===== src/rtl/uart_tx.sv =====
// ---------------------------------------------------------------------------
// uart_tx -- UART serial transmitter (8N1 by default, no parity).
//
// Frame: one start bit (0), DATA_BITS data bits LSB first, one stop bit (1).
// Every bit is held for CLKS_PER_BIT clock cycles.
//
// Parameters
//   DATA_BITS     payload width per frame
//   CLKS_PER_BIT  clk_in cycles per serial bit (>= 2)
//
// Ports
//   clk_in           system clock, rising-edge active
//   n_rst            asynchronous active-low reset
//   uart_tx_en       transmit request; accepted only while uart_tx_ready=1
//   uart_tx_data_in  byte to send, captured at the handshake
//   uart_tx_ready    high exactly while the transmitter is idle
//   tx_serial_out    serial line, idle high, driven from a flop
//   tx_done          one-cycle pulse in the first idle cycle after a stop bit
// ---------------------------------------------------------------------------
module uart_tx #(
  parameter int DATA_BITS    = 8,
  parameter int CLKS_PER_BIT = 868
) (
  input  logic                 clk_in,
  input  logic                 n_rst,
  input  logic                 uart_tx_en,
  input  logic [DATA_BITS-1:0] uart_tx_data_in,
  output logic                 uart_tx_ready,
  output logic                 tx_serial_out,
  output logic                 tx_done
);

  localparam int BAUD_W = (CLKS_PER_BIT > 1) ? $clog2(CLKS_PER_BIT) : 1;
  localparam int IDX_W  = (DATA_BITS > 1) ? $clog2(DATA_BITS) : 1;

  localparam logic [BAUD_W-1:0] BAUD_LAST = BAUD_W'(CLKS_PER_BIT - 1);
  localparam logic [IDX_W-1:0]  IDX_LAST  = IDX_W'(DATA_BITS - 1);

  // Three-bit encoding leaves spare codes; any of them falls back to IDLE.
  typedef enum logic [2:0] {
    IDLE  = 3'd0,
    START = 3'd1,
    DATA  = 3'd2,
    STOP  = 3'd3
  } state_t;

  state_t               r_state;
  state_t               w_state_next;
  logic [BAUD_W-1:0]    r_baud;
  logic [BAUD_W-1:0]    w_baud_next;
  logic [IDX_W-1:0]     r_idx;
  logic [IDX_W-1:0]     w_idx_next;
  logic [DATA_BITS-1:0] r_shift;
  logic [DATA_BITS-1:0] w_shift_next;
  logic [DATA_BITS-1:0] w_shift_dn;
  logic                 r_tx;
  logic                 w_tx_next;
  logic                 r_done;
  logic                 w_done_next;
  logic                 w_baud_end;

  assign w_baud_end = (r_baud == BAUD_LAST);
  assign w_shift_dn = r_shift >> 1;

  // State and datapath registers.
  always_ff @(posedge clk_in or negedge n_rst) begin
    if (!n_rst) begin
      r_state <= IDLE;
      r_baud  <= '0;
      r_idx   <= '0;
      r_shift <= '0;
      r_tx    <= 1'b1;
      r_done  <= 1'b0;
    end else begin
      r_state <= w_state_next;
      r_baud  <= w_baud_next;
      r_idx   <= w_idx_next;
      r_shift <= w_shift_next;
      r_tx    <= w_tx_next;
      r_done  <= w_done_next;
    end
  end

  // Next-state and next-output logic. The line value is computed one cycle
  // ahead so that tx_serial_out comes straight from r_tx and changes exactly
  // on bit boundaries.
  always_comb begin
    w_state_next = r_state;
    w_baud_next  = r_baud;
    w_idx_next   = r_idx;
    w_shift_next = r_shift;
    w_tx_next    = r_tx;
    w_done_next  = 1'b0;

    case (r_state)
      IDLE: begin
        w_tx_next   = 1'b1;
        w_baud_next = '0;
        w_idx_next  = '0;
        if (uart_tx_en) begin
          w_state_next = START;
          w_shift_next = uart_tx_data_in;
          w_tx_next    = 1'b0;
        end
      end

      START: begin
        if (w_baud_end) begin
          w_state_next = DATA;
          w_baud_next  = '0;
          w_idx_next   = '0;
          w_tx_next    = r_shift[0];
        end else begin
          w_baud_next = r_baud + 1'b1;
        end
      end

      DATA: begin
        if (w_baud_end) begin
          w_baud_next = '0;
          if (r_idx == IDX_LAST) begin
            w_state_next = STOP;
            w_idx_next   = '0;
            w_tx_next    = 1'b1;
          end else begin
            // Shift toward bit 0 so the next data bit is always r_shift[0].
            w_idx_next   = r_idx + 1'b1;
            w_shift_next = w_shift_dn;
            w_tx_next    = w_shift_dn[0];
          end
        end else begin
          w_baud_next = r_baud + 1'b1;
        end
      end

      STOP: begin
        if (w_baud_end) begin
          w_state_next = IDLE;
          w_baud_next  = '0;
          w_done_next  = 1'b1;
          w_tx_next    = 1'b1;
        end else begin
          w_baud_next = r_baud + 1'b1;
        end
      end

      default: begin
        w_state_next = IDLE;
        w_baud_next  = '0;
        w_idx_next   = '0;
        w_shift_next = '0;
        w_tx_next    = 1'b1;
      end
    endcase
  end

  assign uart_tx_ready = (r_state == IDLE);
  assign tx_serial_out = r_tx;
  assign tx_done       = r_done;

endmodule


===== config.mk =====
export PLATFORM = sky130hd
export DESIGN_NAME = uart_tx
export DESIGN_NICKNAME = d
export VERILOG_FILES = /design/src/rtl/uart_tx.sv
export SDC_FILE = /design/constraint.sdc
export NUM_CORES = 1
export LEC_CHECK = 0
export BUFFER_PORTS_ARGS = -buffer_cell sky130_fd_sc_hd__buf_4
export CORE_MARGIN = 10
export CORE_UTILIZATION = 49
export CTS_CLUSTER_DIAMETER = 60
export DETAILED_ROUTE_END_ITERATION = 8
export PLACE_DENSITY = 0.79
export SLEW_MARGIN = 20
export SYNTH_ARGS = -nofsm -noshare
export SYNTH_HDL_FRONTEND = slang
export SYNTH_SLANG_ARGS = --single-unit

===== constraint.sdc =====
create_clock -name clk_in -period 3.75 [get_ports clk_in]
set_clock_uncertainty 0.15 [all_clocks]
set_input_delay 0.75 -clock clk_in [delete_from_list [all_inputs] [get_ports clk_in]]
set_output_delay 0.75 -clock clk_in [all_outputs]
set_load 0.005 [all_outputs]

==> Yosys cells after proc, flatten, opt, wreduce, memory -nomap -nowiden <==
Cells that the tools add are included.
{ "word_totals": {"in_bits": 11, "ff_bits": 26} }
{ "classes": {"addsub": 2, "n_eq_ne": 11, "n_bitwise": 2, "n_reduce_logical": 7, "n_mux": 23} }
{ "ops": {"columns": ["cell", "count"], "rows": [
  ["$mux 8", 3],
  ["$pmux 8 s3", 1],
  ["$mux 3", 7],
  ["$mux 10", 2],
  ["$ne 2x2->1 const B", 6],
  ["$pmux 3 s4", 1],
  ["$add 10x1->10 const B", 1],
  ["$eq 10x10->1 const B", 1],
  ["$pmux 3 s3", 1],
  ["$mux 1", 7],
  ["$eq 3x2->1 const B", 2],
  ["$reduce_and 3->1", 2],
  ["$reduce_and 5->1", 1],
  ["$pmux 1 s4", 1],
  ["$reduce_and 4->1", 1],
  ["$add 3x1->3 const B", 1],
  ["$eq 3x1->1 const B", 1],
  ["$eq 3x3->1 const B", 1],
  ["$logic_not 3->1", 1],
  ["$reduce_or 3->1", 1],
  ["$not 1->1", 2],
  ["$reduce_or 2->1", 1]
]} }

==> Depth between registers and ports, before layout <==
Gate-level depths: netlist (run 1).
{ "logic_depth": {"ltp_word": 4, "mapped_depth": 8} }

==> Least setup slack after synthesis (run 1) <==
OpenSTA, ideal clock, no wires.
{ "synth_path": {"path_kind": "reg2reg", "start": "reg r_baud[4]", "end": "reg r_shift[0]", "setup_slack_ns": 1.545, "required_ns": 3.475, "path_stages_with_launch": 7, "setup_ns": 0.125, "arrival_ns": 1.930, "path_cell_list": "dfrtp_1 buf_6 or3_4 or3_4 a211o_1 buf_6 mux2_4"} }
{ "synth_between": {"elab_chain_len": 3} }
{ "synth_lines": {"columns": ["item", "line", "rtl"], "rows": [
  ["start, declared", "49", "logic [BAUD_W-1:0] r_baud;"],
  ["start signal, assigned", "76", "r_baud <= w_baud_next;"],
  ["$eq 10x10->1", "62", "assign w_baud_end = (r_baud == BAUD_LAST);"],
  ["$ne 2x2->1 (no line)", null, null],
  ["$reduce_and 4->1 (no line)", null, null],
  ["end signal, assigned", "78", "r_shift <= w_shift_next;"],
  ["end, declared", "53", "logic [DATA_BITS-1:0] r_shift;"]
]} }
No other way between the ends.
A chain may end at the register's enable or synchronous reset.

==> Worst setup path in the final report (run 1) <==
{ "layout_path": {"start": "reg r_state[0]", "end": "out uart_tx_ready"} }
{ "layout_between": {"elab_chain_len": 1} }
{ "layout_lines": {"columns": ["item", "line", "rtl"], "rows": [
  ["start, declared", "47", "state_t r_state;"],
  ["start signal, assigned", "75", "r_state <= w_state_next;"],
  ["$logic_not 3->1", "157", "assign uart_tx_ready = (r_state == IDLE);"],
  ["end, declared", "28", "output logic uart_tx_ready,"]
]} }
No other way between the ends.

==> flow_summary.json, run 1 <==
{
  "cts_tree": "done",
  "numClockSinks": 25,
  "drt_iter0_drc": 90,
  "start_kind": "flop",
  "row_count": 18,
  "r2r_cells": 6,
  "critPathArrivalTime_ps": 1780,
  "status": "completed",
  "final_nets": 148,
  "h-tree-depth": 1,
  "cp.required_ps": 2850,
  "drv_cap": 0,
  "p_sw_share_pct": 21.7,
  "seq_area_um2": 627,
  "fin_setup_tns_ps": 0,
  "p_comb_share_pct": 3.3,
  "grt_max_degree": 26,
  "start_util_pct": 52.9,
  "clockBufferDepth": 2,
  "r2r-start": "r_state[0]$_DFFE_PN0P_",
  "fp.dieArea_mm2": 0.00524,
  "first_pass_iters": 4,
  "synth.avg_cell_area_um2": 11.3,
  "drc": 0,
  "min_path_type": "in -> async",
  "power_leakage_uw": 0.000702,
  "rsz0062_at_grt": "false",
  "ant_nets": 0,
  "yosysTopAreaCell": "dfrtp_1",
  "yosysMostFrequentCell": "dfrtp_1",
  "cts-root-buf": "clkbuf_4",
  "nFillCells": 217,
  "hold_viol": 0,
  "slew_viol_final": 0,
  "max-vdd-ir-drop_mv": 0.262,
  "io_pins": 14,
  "yosysSeqAreaShare_pct": 46.6,
  "path_delay_family": "adder cells",
  "vias": 922,
  "post-place-ws_ps": 1270,
  "cp.buffers_inverters": 2,
  "wirelength_um": 2590,
  "core_mm2": 0.00254,
  "area_growth_pct": 9.29,
  "synth_nets": 137,
  "end_kind": "output pin",
  "routedWlPerCell_um": 16.3,
  "cts.repair.resized": 0,
  "max_freq_ghz": 0.373,
  "antenna_found_initial": 0,
  "seq_power_share_pct": 66.7,
  "die_height_um": 72.4,
  "syn_inst": 119,
  "reg2reg_to": "r_shift[5]$_DFFE_PN0P_",
  "grt_pass1_vias": 949,
  "clock_power_share_pct": 30.0,
  "clock_latency_ps": 320,
  "die_w_um": 72.4,
  "cpMaxStageDelayCell": "ha_1",
  "worstMarginPinSlew_ps": 788,
  "grt_pass1_wl_um": 4540,
  "yosys-top-cells-count": "dfrtp_1, nor3_1, nand2_1",
  "drive_gt1_share_pct": 23.3,
  "setup-violations-final": 0,
  "power_density_mw_per_mm2": 275,
  "ys_types": 35,
  "p_int_uw": 316,
  "yosys-top-cells-area": "dfrtp_1, mux2_4, ha_1",
  "post_cts_buffers": 0,
  "path_clk_slew_ps": 130,
  "worstPathCellList": "inv_1 > ha_1 > buf_4",
  "antenna_cells": 0,
  "syn_area_mm2": 0.00135,
  "finalCritPeriodShare_pct": 71.5,
  "place_congestion": 0.701,
  "timing.final.crit_period_ps": 2680,
  "globalRouteOverflowTotal": 0,
  "dp.final_hpwl_um": 1820,
  "synthFlopType": "dfrtp_1",
  "cp_max_fo": 21,
  "port_buffers": 13,
  "multi_input_area_um2": 656,
  "numCtsBuffers": 3,
  "ys_async_sr_fraction_pct": 100,
  "setup_ws_ps": 1070,
  "yosysWarnings": 0,
  "synth_edf_count": 0,
  "synth_top_area_share_pct": 44.6,
  "p_sw_uw": 87.9,
  "ys_ff_latch": 25,
  "path_class": "reg -> out",
  "post_drt_via_cell_ratio": 5.80,
  "ctsHoldBuffers": 0,
  "grt_usage_pct": 10.5,
  "ff2ff_setup_slack_ps": 1230,
  "max_stage_delay_ps": 680,
  "slew_headroom_pct": 47.5
}
[layout make-up]
class	instances	share of cell area [%]
multi-input combinational	81	44.6
sequential	25	42.6
timing repair buffer	14	7.14
tap	30	2.55
clock buffer	3	1.53
inverter	5	1.28
clock inverter	1	0.340
[power by group through the flow]
stage	Combinational, µW	Sequential (µW)	Clock (µW)
final	13.4	270	121
after detailed placement	13.9	275	0
after global placement	13.6	275	0
after CTS	14.0	270	128
after global routing	14.9	270	140
after floorplan	0.248	275	0
[routing by layer]
layer	vias to the layer above	GRT usage, %	share of wire (%)
met4	0	2.95	1.4
met5	-	0	0
met3	7	4.22	5.6
li1	450	-	-
met2	16	14.9	43
met1	449	14.3	50
[stage by stage]
stage	instances	total power, µW	util, %	hold slack, ps	area, µm²
2_1_floorplan	119	275	-	304	1350
3_3_place_gp	155	288	56.7	329	1440
6_report	159	404	57.8	151	1470
4_1_cts	159	412	57.8	146	1470
5_1_grt	159	424	57.8	143	1470
3_5_place_dp	155	289	56.7	345	1440
[registers in the layout, summed over array words and instances, names as in the netlist]
| name | flops |
|---|---|
| tx_serial_out | 1 |
| r_baud | 10 |
| tx_done | 1 |
| r_idx | 3 |
| r_shift | 8 |
| r_state | 2 |
[worst reg2reg max path, stage by stage (launching register included)]
cell and delay [ps]:
dfrtp_1 430, inv_1 110, ha_1 680, nand2b_1 220
nand2_1 110, a211o_1 390, mux2_4 340
[logic make-up after synthesis]
logic type,synth area share (%)
flops,46.6
simple gates,15.0
fa+ha+maj,6.51
mux,10.9
buf+inv,4.74
xor+xnor,5.20
compound gates,11.2
[cell usage in the layout, fill, tap and decap left out, types with 3 or more instances in the layout]
cell type / instances
nand2_1: 8
xor2_1: 6
a22o_1: 6
inv_1: 5
buf_4: 14
nand3_1: 4
mux2i_1: 3
dfrtp_1: 24
nor3_1: 10
clkbuf_4: 3
ha_1: 7
mux2_4: 7
[how the worst max path moves through the flow]
stage / startpoint / to / slack (ps) / depth (start not counted)
finish: r_state[0]$_DFFE_PN0P_ / uart_tx_ready / 1070 / 3
global route: r_state[0]$_DFFE_PN0P_ / uart_tx_ready / 920 / 3
CTS: r_state[0]$_DFFE_PN0P_ / uart_tx_ready / 1080 / 3
detailed placement: r_state[0]$_DFFE_PN0P_ / r_shift[5]$_DFFE_PN0P_ / 1270 / 6
global placement: r_state[0]$_DFFE_PN0P_ / r_shift[1]$_DFFE_PN0P_ / 1410 / 6
floorplan: r_baud[4]$_DFF_PN0_ / r_shift[0]$_DFFE_PN0P_ / 1540 / 6
(Power assumes the default switching activity.)
==> run 2, diff against run 1 <==
- ABC_AREA: not set -> 1
- clock period: 3.75 -> 2.5 ns (I/O delays scaled with it)
==> flow_summary.json, run 2 <==
{
  "synth-xor-area-share_pct": 2.53,
  "ys_ff_latch": 25,
  "max_stage_delay_ps": 530,
  "grt_pass1_wl_um": 4830,
  "synth_compound_area_share_pct": 6.32,
  "power_leakage_uw": 0.000829,
  "die_height_um": 73.2,
  "ys_async_sr_fraction_pct": 100,
  "drt_iter0_drc": 64,
  "antenna_found_initial": 0,
  "yosys-top-cells-count": "nand2_1, dfrtp_1, nand3_1",
  "numCtsBuffers": 3,
  "syn_inst": 168,
  "cts-root-buf": "clkbuf_4",
  "finalCritPeriodShare_pct": 85.7,
  "io_pins": 14,
  "synth.avg_cell_area_um2": 8.25,
  "fp.dieArea_mm2": 0.00536,
  "min_path_type": "reg -> reg",
  "nFillCells": 233,
  "path_class": "reg -> reg",
  "cp.buffers_inverters": 3,
  "r2r_cells": 8,
  "synth_nets": 186,
  "worstPathCellList": "inv_1 > ha_1 > inv_1 > or2_2 > o21ai_0 > inv_1 > nand3_1 > nand2_1",
  "end_kind": "flop",
  "routedWlPerCell_um": 12.4,
  "cp_max_fo": 12,
  "die_w_um": 73.2,
  "grt_pass1_vias": 1156,
  "ff2ff_setup_slack_ps": 360,
  "hold_depth": 2,
  "final_nets": 204,
  "largest_reg_flops": 10,
  "yosysMostFrequentCell": "nand2_1",
  "drv_cap": 0,
  "status": "completed",
  "timing.final.crit_period_ps": 2140,
  "max-vdd-ir-drop_mv": 0.716,
  "place_congestion": 0.866,
  "h-tree-depth": 1,
  "fin_setup_tns_ps": 0,
  "synthMuxAreaShare_pct": 0,
  "reg2reg_to": "r_state[0]$_DFFE_PN0P_",
  "row_count": 19,
  "port_buffers": 13,
  "critPathArrivalTime_ps": 2220,
  "post-place-ws_ps": 402,
  "synth_edf_count": 0,
  "core_mm2": 0.00273,
  "power_density_mw_per_mm2": 1020,
  "ant_nets": 0,
  "start_kind": "flop",
  "cts.repair.resized": 0,
  "grt_max_degree": 26,
  "cp.required_ps": 2570,
  "drc": 0,
  "synth_simple_gate_area_share_pct": 34.4,
  "synthAdderAreaFrac_pct": 6.32,
  "yosysSeqAreaShare_pct": 45.2,
  "wirelength_um": 2680,
  "dp_cells": 211,
  "globalRouteOverflowTotal": 0,
  "synth_top_family_by_area": "simple AND/OR/NAND/NOR gates",
  "cp_common_cell": "inv_1",
  "numClockSinks": 25,
  "layout.cells.non_filler": 216,
  "slew_headroom_pct": 61.4,
  "max_freq_ghz": 0.467,
  "start_util_pct": 50.7,
  "drive_gt1_share_pct": 15.1,
  "setup_ws_ps": 358,
  "vias": 1164,
  "regMostFlops": "r_baud",
  "dp.final_hpwl_um": 2070,
  "syn_area_mm2": 0.00139,
  "synthFlopType": "dfrtp_1",
  "clock_latency_ps": 310,
  "rsz0062_at_grt": "false",
  "cpMaxStageDelayCell": "ha_1",
  "final_cell_mix": "nand2_1, dfrtp_1, nand3_1",
  "reg.largest.list": "r_baud x10, r_shift x8, r_idx x3",
  "path_delay_family": "adder cells",
  "grt_usage_pct": 11.1,
  "post_drt_via_cell_ratio": 5.39,
  "cts_tree": "done",
  "setup-violations-final": 0,
  "ys_types": 23,
  "yosysWarnings": 0,
  "path_clk_slew_ps": 140,
  "slew_viol_final": 0,
  "r2r-start": "r_state[0]$_DFFE_PN0P_",
  "area_growth_pct": 12.4,
  "synth_top_area_share_pct": 43.3,
  "worstMarginPinSlew_ps": 579,
  "layout_commonest_cell": "nand2_1",
  "clockBufferDepth": 2,
  "yosys-top-cells-area": "dfrtp_1, nand2_1, nand3_1",
  "first_pass_iters": 4,
  "holdPathEnd": "tx_serial_out$_DFFE_PN1P_",
  "yosysTopAreaCell": "dfrtp_1",
  "hold_start": "tx_serial_out$_DFFE_PN1P_",
  "hold_viol": 0,
  "antenna_cells": 0
}
==> run 2: cell count changes after synthesis, moves of 3 or more <==
cell	before	now
clkbuf_1	6	1
inv_1	5	17
mux2i_1	3	0
mux2_4	7	0
nor2_1	2	18
nand3_1	4	20
nand2_4	0	3
nor3_1	10	2
xor2_1	6	3
nand2_1	8	49
a21oi_1	2	5
==> run 2: area by class of cell <==
type                            count  area, µm²  area share (%)
Multi-Input combinational cell    124        687            44.1
Sequential cell                    25        627            40.2
Timing Repair Buffer               15        115            7.39
Inverter                           17       63.8            4.10
Tap cell                           31       38.8            2.49
Clock buffer                        4       26.3            1.69
==> run 2: worst max-delay path by stage <==
stage / from / to / slack (ps) / cells past startpoint
after global placement: r_state[0]$_DFFE_PN0P_ / r_state[0]$_DFFE_PN0P_ / 530 / 8
after detailed placement: r_state[0]$_DFFE_PN0P_ / r_state[0]$_DFFE_PN0P_ / 400 / 8
after global routing: r_state[0]$_DFFE_PN0P_ / r_state[0]$_DFFE_PN0P_ / 210 / 8
after CTS: r_state[0]$_DFFE_PN0P_ / r_state[0]$_DFFE_PN0P_ / 370 / 8
final: r_state[0]$_DFFE_PN0P_ / r_state[0]$_DFFE_PN0P_ / 360 / 8
after floorplan: r_idx[0]$_DFFE_PN0P_ / r_shift[0]$_DFFE_PN0P_ / 850 / 8
==> run 2: worst reg2reg max path, stage by stage, from the launching register on <==
cell and delay [ps]:
dfrtp_1 440, inv_1 100, ha_1 530, inv_1 150, or2_2 320, o21ai_0 90
inv_1 110, nand3_1 100, nand2_1 60
==> run 2: stage by stage <==
stage | cell area [µm²] | util (%) | power, µW | hold slack (ps)
3_3_place_gp | 1520 | 55.7 | 1370 | 268
4_1_cts | 1560 | 57.0 | 1600 | 346
3_5_place_dp | 1520 | 55.7 | 1420 | 275
6_report | 1560 | 57.0 | 1580 | 348
2_1_floorplan | 1390 | - | 1200 | 54.4
5_1_grt | 1560 | 57.0 | 1730 | 367
==> run 2: power by group <==
part / switching (µW) / total [µW] / internal, µW
clock: 119 / 181 / 62.3
sequential: 83.8 / 604 / 520
combinational: 501 / 799 / 298
==> run 2: cell families (layout without fill, tap and decap cells) <==
family	Yosys count	in the layout
AO/OA/AOI/OAI	13	13
XOR/XNOR	4	4
adder cells (fa/ha/maj)	7	7
buffers and inverters	19	36
flip-flops	25	25
AND/OR/NAND/NOR	100	100
==> run 2: per-layer routing <==
metal,up-vias,global-route usage [%],share of wire (%)
met2,37,17.5,48
met3,4,3.81,5.9
met5,-,0,0
met1,551,13.3,45
met4,0,4.64,1.1
li1,572,-,-
==> run 2: timing repair <==
item	CTS	global route
setup buffers	0	0
hold buffers	1	0
hold endpoints to repair	24	0
